[src/rtl/imm_gen_pipe.sv]
// RV32 immediate generator with a DEPTH-stage valid/ready pipeline.
// Decode and sign extension happen before stage 1; stages carry {valid, imm, fmt}.
module imm_gen_pipe #(
   parameter int XLEN  = 32,
   parameter int DEPTH = 1
) (
   input  logic            clk,
   input  logic            rst_n,
   input  logic            in_valid,
   output logic            in_ready,
   input  logic [31:0]     in_inst,
   input  logic            flush,
   output logic            out_valid,
   input  logic            out_ready,
   output logic [XLEN-1:0] out_imm,
   output logic [2:0]      out_fmt,
   output logic [XLEN-1:0] out_lui
);

   localparam logic [2:0] FMT_NONE = 3'd0;
   localparam logic [2:0] FMT_I    = 3'd1;
   localparam logic [2:0] FMT_S    = 3'd2;
   localparam logic [2:0] FMT_B    = 3'd3;
   localparam logic [2:0] FMT_U    = 3'd4;
   localparam logic [2:0] FMT_J    = 3'd5;

   logic [2:0]      dec_fmt;
   logic [31:0]     dec_imm32;
   logic [XLEN-1:0] dec_imm;

   logic            valid_reg [DEPTH];
   logic [XLEN-1:0] imm_reg   [DEPTH];
   logic [2:0]      fmt_reg   [DEPTH];
   logic            flush_hold_reg;
   logic [XLEN-1:0] lui_reg;

   logic            stage_rdy [DEPTH];
   logic            src_valid [DEPTH];
   logic [XLEN-1:0] src_imm   [DEPTH];
   logic [2:0]      src_fmt   [DEPTH];

   always_comb begin
      dec_fmt   = FMT_NONE;
      dec_imm32 = '0;
      case (in_inst[6:0])
         7'b0000011, 7'b0001111, 7'b0010011,
         7'b0011011, 7'b1100111, 7'b1110011: begin
            dec_fmt   = FMT_I;
            dec_imm32 = {{20{in_inst[31]}}, in_inst[31:20]};
         end
         7'b0100011: begin
            dec_fmt   = FMT_S;
            dec_imm32 = {{20{in_inst[31]}}, in_inst[31:25], in_inst[11:7]};
         end
         7'b1100011: begin
            dec_fmt   = FMT_B;
            dec_imm32 = {{19{in_inst[31]}}, in_inst[31], in_inst[7],
                         in_inst[30:25], in_inst[11:8], 1'b0};
         end
         7'b0110111, 7'b0010111: begin
            dec_fmt   = FMT_U;
            dec_imm32 = {in_inst[31:12], 12'h000};
         end
         7'b1101111: begin
            dec_fmt   = FMT_J;
            dec_imm32 = {{11{in_inst[31]}}, in_inst[31], in_inst[19:12],
                         in_inst[20], in_inst[30:21], 1'b0};
         end
         default: ;
      endcase
   end

   assign dec_imm = XLEN'($signed(dec_imm32));

   // A stage may load when it is empty or its occupant moves on; walk from the output back.
   always_comb begin
      logic rdy;
      rdy = out_ready;
      for (int k = DEPTH - 1; k >= 0; k--) begin
         rdy          = !valid_reg[k] || rdy;
         stage_rdy[k] = rdy;
      end
   end

   assign in_ready = stage_rdy[0] && !flush && !flush_hold_reg;

   generate
      for (genvar gi = 0; gi < DEPTH; gi++) begin : g_src
         if (gi == 0) begin : g_head
            assign src_valid[gi] = in_valid && in_ready;
            assign src_imm[gi]   = dec_imm;
            assign src_fmt[gi]   = dec_fmt;
         end else begin : g_tail
            assign src_valid[gi] = valid_reg[gi-1];
            assign src_imm[gi]   = imm_reg[gi-1];
            assign src_fmt[gi]   = fmt_reg[gi-1];
         end
      end
   endgenerate

   // Payload only moves with a valid entry, so bubbles and flushes leave out_imm/out_fmt untouched.
   always_ff @(posedge clk) begin
      if (!rst_n) begin
         for (int k = 0; k < DEPTH; k++) begin
            valid_reg[k] <= 1'b0;
            imm_reg[k]   <= '0;
            fmt_reg[k]   <= FMT_NONE;
         end
         flush_hold_reg <= 1'b0;
         lui_reg        <= '0;
      end else if (flush) begin
         for (int k = 0; k < DEPTH; k++) begin
            valid_reg[k] <= 1'b0;
         end
         flush_hold_reg <= 1'b1;
      end else begin
         flush_hold_reg <= 1'b0;
         if (valid_reg[DEPTH-1] && out_ready) begin
            lui_reg <= imm_reg[DEPTH-1];
         end
         for (int k = 0; k < DEPTH; k++) begin
            if (stage_rdy[k]) begin
               valid_reg[k] <= src_valid[k];
               if (src_valid[k]) begin
                  imm_reg[k] <= src_imm[k];
                  fmt_reg[k] <= src_fmt[k];
               end
            end
         end
      end
   end

   assign out_valid = valid_reg[DEPTH-1];
   assign out_imm   = imm_reg[DEPTH-1];
   assign out_fmt   = fmt_reg[DEPTH-1];
   assign out_lui   = lui_reg;

endmodule

[config.mk]
export PLATFORM = sky130hd
export DESIGN_NAME = imm_gen_pipe
export DESIGN_NICKNAME = d
export VERILOG_FILES = /design/src/rtl/imm_gen_pipe.sv
export SDC_FILE = /design/constraint.sdc
export NUM_CORES = 1
export LEC_CHECK = 0
export BUFFER_PORTS_ARGS = -buffer_cell sky130_fd_sc_hd__buf_2
export CORE_MARGIN = 2
export CORE_UTILIZATION = 50
export CTS_BUF_LIST = sky130_fd_sc_hd__clkbuf_16
export CTS_CLUSTER_SIZE = 40
export DETAILED_ROUTE_END_ITERATION = 10
export PLACE_DENSITY = 0.77
export SYNTH_ARGS = -nofsm -noshare
export SYNTH_HDL_FRONTEND = slang
export SYNTH_SLANG_ARGS = --single-unit
[constraint.sdc]
create_clock -name clk -period 2.3 [get_ports clk]
set_input_delay 0.46 -clock clk [delete_from_list [all_inputs] [get_ports clk]]
set_output_delay 0.46 -clock clk [all_outputs]
set_load 0.005 [all_outputs]
Yosys cells after proc, flatten, opt, wreduce, memory -nomap -nowiden
Memory sizes are Yosys's and may differ from the RTL's.
Index checks and enable logic that the tools add are counted.
- output and inout port bits: 69
- memories: 3
- RAM bits: 36
- bits of input ports: 37
- word-level logic and storage cells: 55
- register bits after elaboration: 33
- mux-type cells: 23
- eq/ne operators: 11
- reduce and logical (&&, ||, !) cells: 15
- bitwise operators: 1
- memory list (memory ; depth ; width ; rd ports ; clocked after Yosys merged registers in ; write ports ; line ; RTL):
    imm_reg ; 1 ; 32 ; 1 ; 0 ; 1 ; 32 ; logic [XLEN-1:0] imm_reg [DEPTH];
    fmt_reg ; 1 ; 3 ; 1 ; 0 ; 1 ; 33 ; logic [2:0] fmt_reg [DEPTH];
    valid_reg ; 1 ; 1 ; 1 ; 0 ; 1 ; 31 ; logic valid_reg [DEPTH];
- operators by type and width (kind ; number):
    $pmux W32 S5 ; 1
    $mux W32 ; 1
    $reduce_or A32 Y1 ; 1
    $eq A7 B7 Y1 const B ; 4
    $eq A7 B5 Y1 const B ; 3
    $mux W1 ; 19
    $pmux W3 S5 ; 1
    $eq A7 B6 Y1 const B ; 2
    $eq A7 B2 Y1 const B ; 1
    $eq A7 B4 Y1 const B ; 1
    $reduce_or A6 Y1 ; 1
    $logic_and A1 B1 Y1 ; 4
    $logic_not A1 Y1 ; 3
    $mux W3 ; 1
    $reduce_or A3 Y1 ; 1
    $reduce_and A2 Y1 ; 1
    $reduce_or A1 Y1 ; 2
    $reduce_or A2 Y1 ; 1
    $logic_or A1 B1 Y1 ; 1
    $not A1 Y1 ; 1

Longest topological paths before layout
- word-level depth: 12
- mapped depth: 7
- depth with buffers taken out: 4

Worst setup path after synthesis
Ideal clock, no wire load.
- kind: input port to flip-flop
- start point: input port flush
- end point: memory fmt_reg[0][0], enable pin
- slack: 0.196 ns
- setup time: 0.393 ns
- arrival time: 1.711 ns
- stages: 4
- buffers on the path: 0
- data required time: 1.907 ns
- path through: or2_1 > nor2_1 > nand2_1 > nand2_1
- cells in the longest elaborated chain, start to end: 11
- ends and longest elaborated chain (what ; line ; RTL):
    start: declaration ; 12 ; input logic flush,
    $logic_not A1 Y1 * ; 85 ; assign in_ready = stage_rdy[0] && !flush && !flush_hold_reg;
    $logic_and A1 B1 Y1 * (2 in series) ; 85 ;
    net in_ready ; 10 ; output logic in_ready,
    $logic_and A1 B1 Y1 * ; 90 ; assign src_valid[gi] = in_valid && in_ready;
    $mux W1 * ; 124 ; if (src_valid[k]) begin
    $mux W1 * ; 122 ; if (stage_rdy[k]) begin
    $mux W1 * ; 111 ; end else if (flush) begin
    $mux W1 * ; 103 ; if (!rst_n) begin
    $mux W1 (implied by the code) * ; 126 ; fmt_reg[k] <= src_fmt[k];
    $reduce_or A3 Y1 (no line) ; - ;
    $mux W1 (no line) * ; - ;
    end: declaration ; 33 ;
The timed path passes the listed nets; every way through them passes the cells marked *.

==> summary.md <==
| Metric | Value |
|---|---|
| Routed len/inst | `16.1 um` |
| Leak | `1.79 nW` |
| Sequential area share after synthesis | `57.5%` |
| # IOs | `106` |
| Post-synth top flop | `edfxtp_1` |
| Maximum vdd drop | `0.511 mV` |
| RSZ-0062 raised after global routing | `false` |
| Core Box Area | `0.00589 sq mm` |
| Die W | `81.9 um` |
| Slew headroom | `55.1%` |
| Gr usage total | `23.8%` |
| Min cycle time layout | `1.85 ns` |
| Syn avg cell area | `10.3 sq um` |
| Max Fclk | `0.541 GHz` |
| Area contributors post-synth | `edfxtp_1 36%, dfxtp_1 22%, nand2_1 8.7%` |
| Status | `completed` |
| Post-synthesis instance total | `294` |
| CTS Buffer Depth | `2` |
| Post-synth ARST share | `0%` |
| Top-area cell type share of the netlist area | `35.7%` |
| Mapped cell area | `0.00303 sq mm` |
| Hold/Removal Path Class | `in2reg` |
| EDFF count, synth | `36` |
| Worst hold slack | `0.407 ns` |
| Maxcap violations | `0` |
| Synth unique cells | `44` |
| Post-CTS setup buffer count | `0` |
| PD cells | `764 mW/mm^2` |
| Most common cell in the netlist | `nand2_1` |
| DIE AREA | `0.00670 sq mm` |
| Main combinational cell family by area after synthesis | `compound AO/OA/AOI/OAI gates` |
| Drt via density | `5.44` |
| Commonest cells in the netlist | `70 x nand2_1, 36 x edfxtp_1, 33 x dfxtp_1` |
| P&R area growth vs syn | `29.5%` |
| Die Y | `81.9 um` |
| Initial drt markers | `209` |
| Endpoints failing setup | `0` |
| FP Rows | `28` |
| H-tree levels | `3` |
| Final worst-path cycle share | `80.3%` |
| CP arrival | `2.04 ns` |
| HP Start | `flush` |
| Worst-Skew Late Latency | `0.33 ns` |
| Max Fanout on Critical Path | `11` |
| #FFs+latches synth | `69` |
| Global-route wire length before repair | `11,800 um` |
| Worst-margin pin slew | `0.666 ns` |
| Setup tns final | `0 ns` |
| Number of diodes | `0` |
| Number of global-route vias before repair | `2,362` |
| DRT antenna net count | `0` |
| R2R Path Start | `valid_reg[0]$_DFFE_PP_` |
| Post-DP HPWL | `5610 um` |
| Synth Area in Adders | `0%` |
| Post-layout net count | `434` |
| Synth Warn # | `0` |
| Initial Util | `51.5%` |
| Critical Path Source Type | `register` |
| Total CTS buffers | `9` |
| CTS Sinks | `69` |
| # DRC | `0` |
| DR vias | `2,594` |
| XOR/XNOR Fraction of Synth Area | `0.289%` |
| CTS tree | `yes` |
| I/O Buffers | `105` |
| Largest net degree at the start of global routing | `37` |
| Hold-fix buffers, CTS | `0` |
| CP startpoint | `valid_reg[0]$_DFFE_PP_` |
| Post-Synth Simple-Gate Area | `18.4%` |
| Dominant cell type by area after synthesis | `edfxtp_1` |
| Setup CP Type | `reg2reg` |
| Clock transition at the registers of the reported paths | `0.06 ns` |
| DRT Wirelength | `7680 um` |
| Cts repair resizes | `0` |
| Total grt overflow | `0` |
| Share of layout cells above drive strength 1 | `34.1%` |
| Initial antenna violation count | `0` |
| Synth Area in Compound Gates | `19.1%` |
| Initial DRT Pass Iterations | `4` |
| CTS root buf | `clkbuf_16` |
| Gpl congestion | `0.930` |
| Synth Net Count | `331` |
| Critical Path End Type | `register` |
| Worst Skew | `0.00587 ns` |
| Hold Vio Cnt, Final | `0` |
| Max Slew Vio Count | `0` |
| Worst Path Required | `2.49 ns` |
| Post-synthesis mux area share | `0%` |
worst max-delay path, cell delays in order (launching register included):
cell and delay (ns):
edfxtp_1 0.40, nor2b_1 0.20, or4b_1 0.61, a31oi_4 0.36, a21o_1 0.14
stage by stage:
stage                     utilization, %  instance area [sq um]  worst slack (ns)  instances  power, mW
after floorplan                        -                   3030             0.196        294       1.48
after global placement              61.3                   3610             0.212        461       1.59
after detailed placement            61.3                   3610             0.175        461       1.59
after CTS                           66.7                   3930             0.455        477       3.01
after global routing                66.7                   3930             0.389        477       3.09
final                               66.7                   3930             0.453        477       3.00
area by class of cell:
| type | count | area, sq um |
|---|---|---|
| Clock inverter | 6 | 68.8 |
| Inverter | 10 | 37.5 |
| Multi-Input combinational cell | 194 | 1150 |
| Clock buffer | 10 | 250 |
| Fill cell | 476 | 1960 |
| Tap cell | 75 | 93.8 |
| Timing Repair Buffer | 113 | 586 |
| Sequential cell | 69 | 1740 |
logic make-up (layout without fill, tap and decap cells):
kind of cell | Yosys count | count (layout)
and+or+nand+nor | 117 | 117
DFF | 69 | 69
buffers and inverters | 31 | 139
AOI/OAI and AO/OA | 76 | 76
xor gates and xnor gates | 1 | 1
worst paths after layout:
check | endpoint | slack [ns] | cells past startpoint
hold reg to reg | out_lui[24]$_SDFFE_PN0P_ | 0.45 | 2
hold / removal | flush_hold_reg$_DFF_P_ | 0.41 | 2
setup reg to reg | imm_reg[0][20]$_SDFFCE_PN0P_ | 0.45 | 4
setup / recovery | imm_reg[0][20]$_SDFFCE_PN0P_ | 0.45 | 4
power breakdown:
| group | total, mW | internal (mW) | switching, mW |
|---|---|---|---|
| logic | 0.209 | 0.0857 | 0.123 |
| registers | 1.36 | 1.33 | 0.0209 |
| clock network | 1.43 | 0.910 | 0.525 |
| total | 3.00 | 2.33 | 0.669 |
placed cells by master, fill, tap and decap left out, types with 2 or more instances in the layout:
cell       synthesis  final
buf_2              4    105
a32oi_1            4      4
buf_4              0      8
a21o_1            11     11
edfxtp_1          36     36
clkinv_4           0      2
nor4_1             3      3
nand2b_1           4      4
a21oi_1            7      7
nor2b_1            3      3
a21boi_1           7      7
inv_1             10     10
o22ai_1            9      9
and2_1             4      4
clkbuf_16          0     10
nand4_1            5      5
dfxtp_1           33     33
nand2_1           70     70
nor2_1             6      5
nand3_1            4      4
and3_1             7      7
nor3_1             3      3
a21boi_0          25     25
layer usage:
| layer | track usage (%) | up-vias | share of wire (%) |
|---|---|---|---|
| met1 | 32.0 | 1198 | 42 |
| met3 | 6.70 | 14 | 8.7 |
| li1 | - | 1252 | - |
| met2 | 36.9 | 130 | 47 |
| met4 | 8.50 | 0 | 2.0 |
| met5 | 0 | - | 0 |
(Power assumes the default switching activity.)
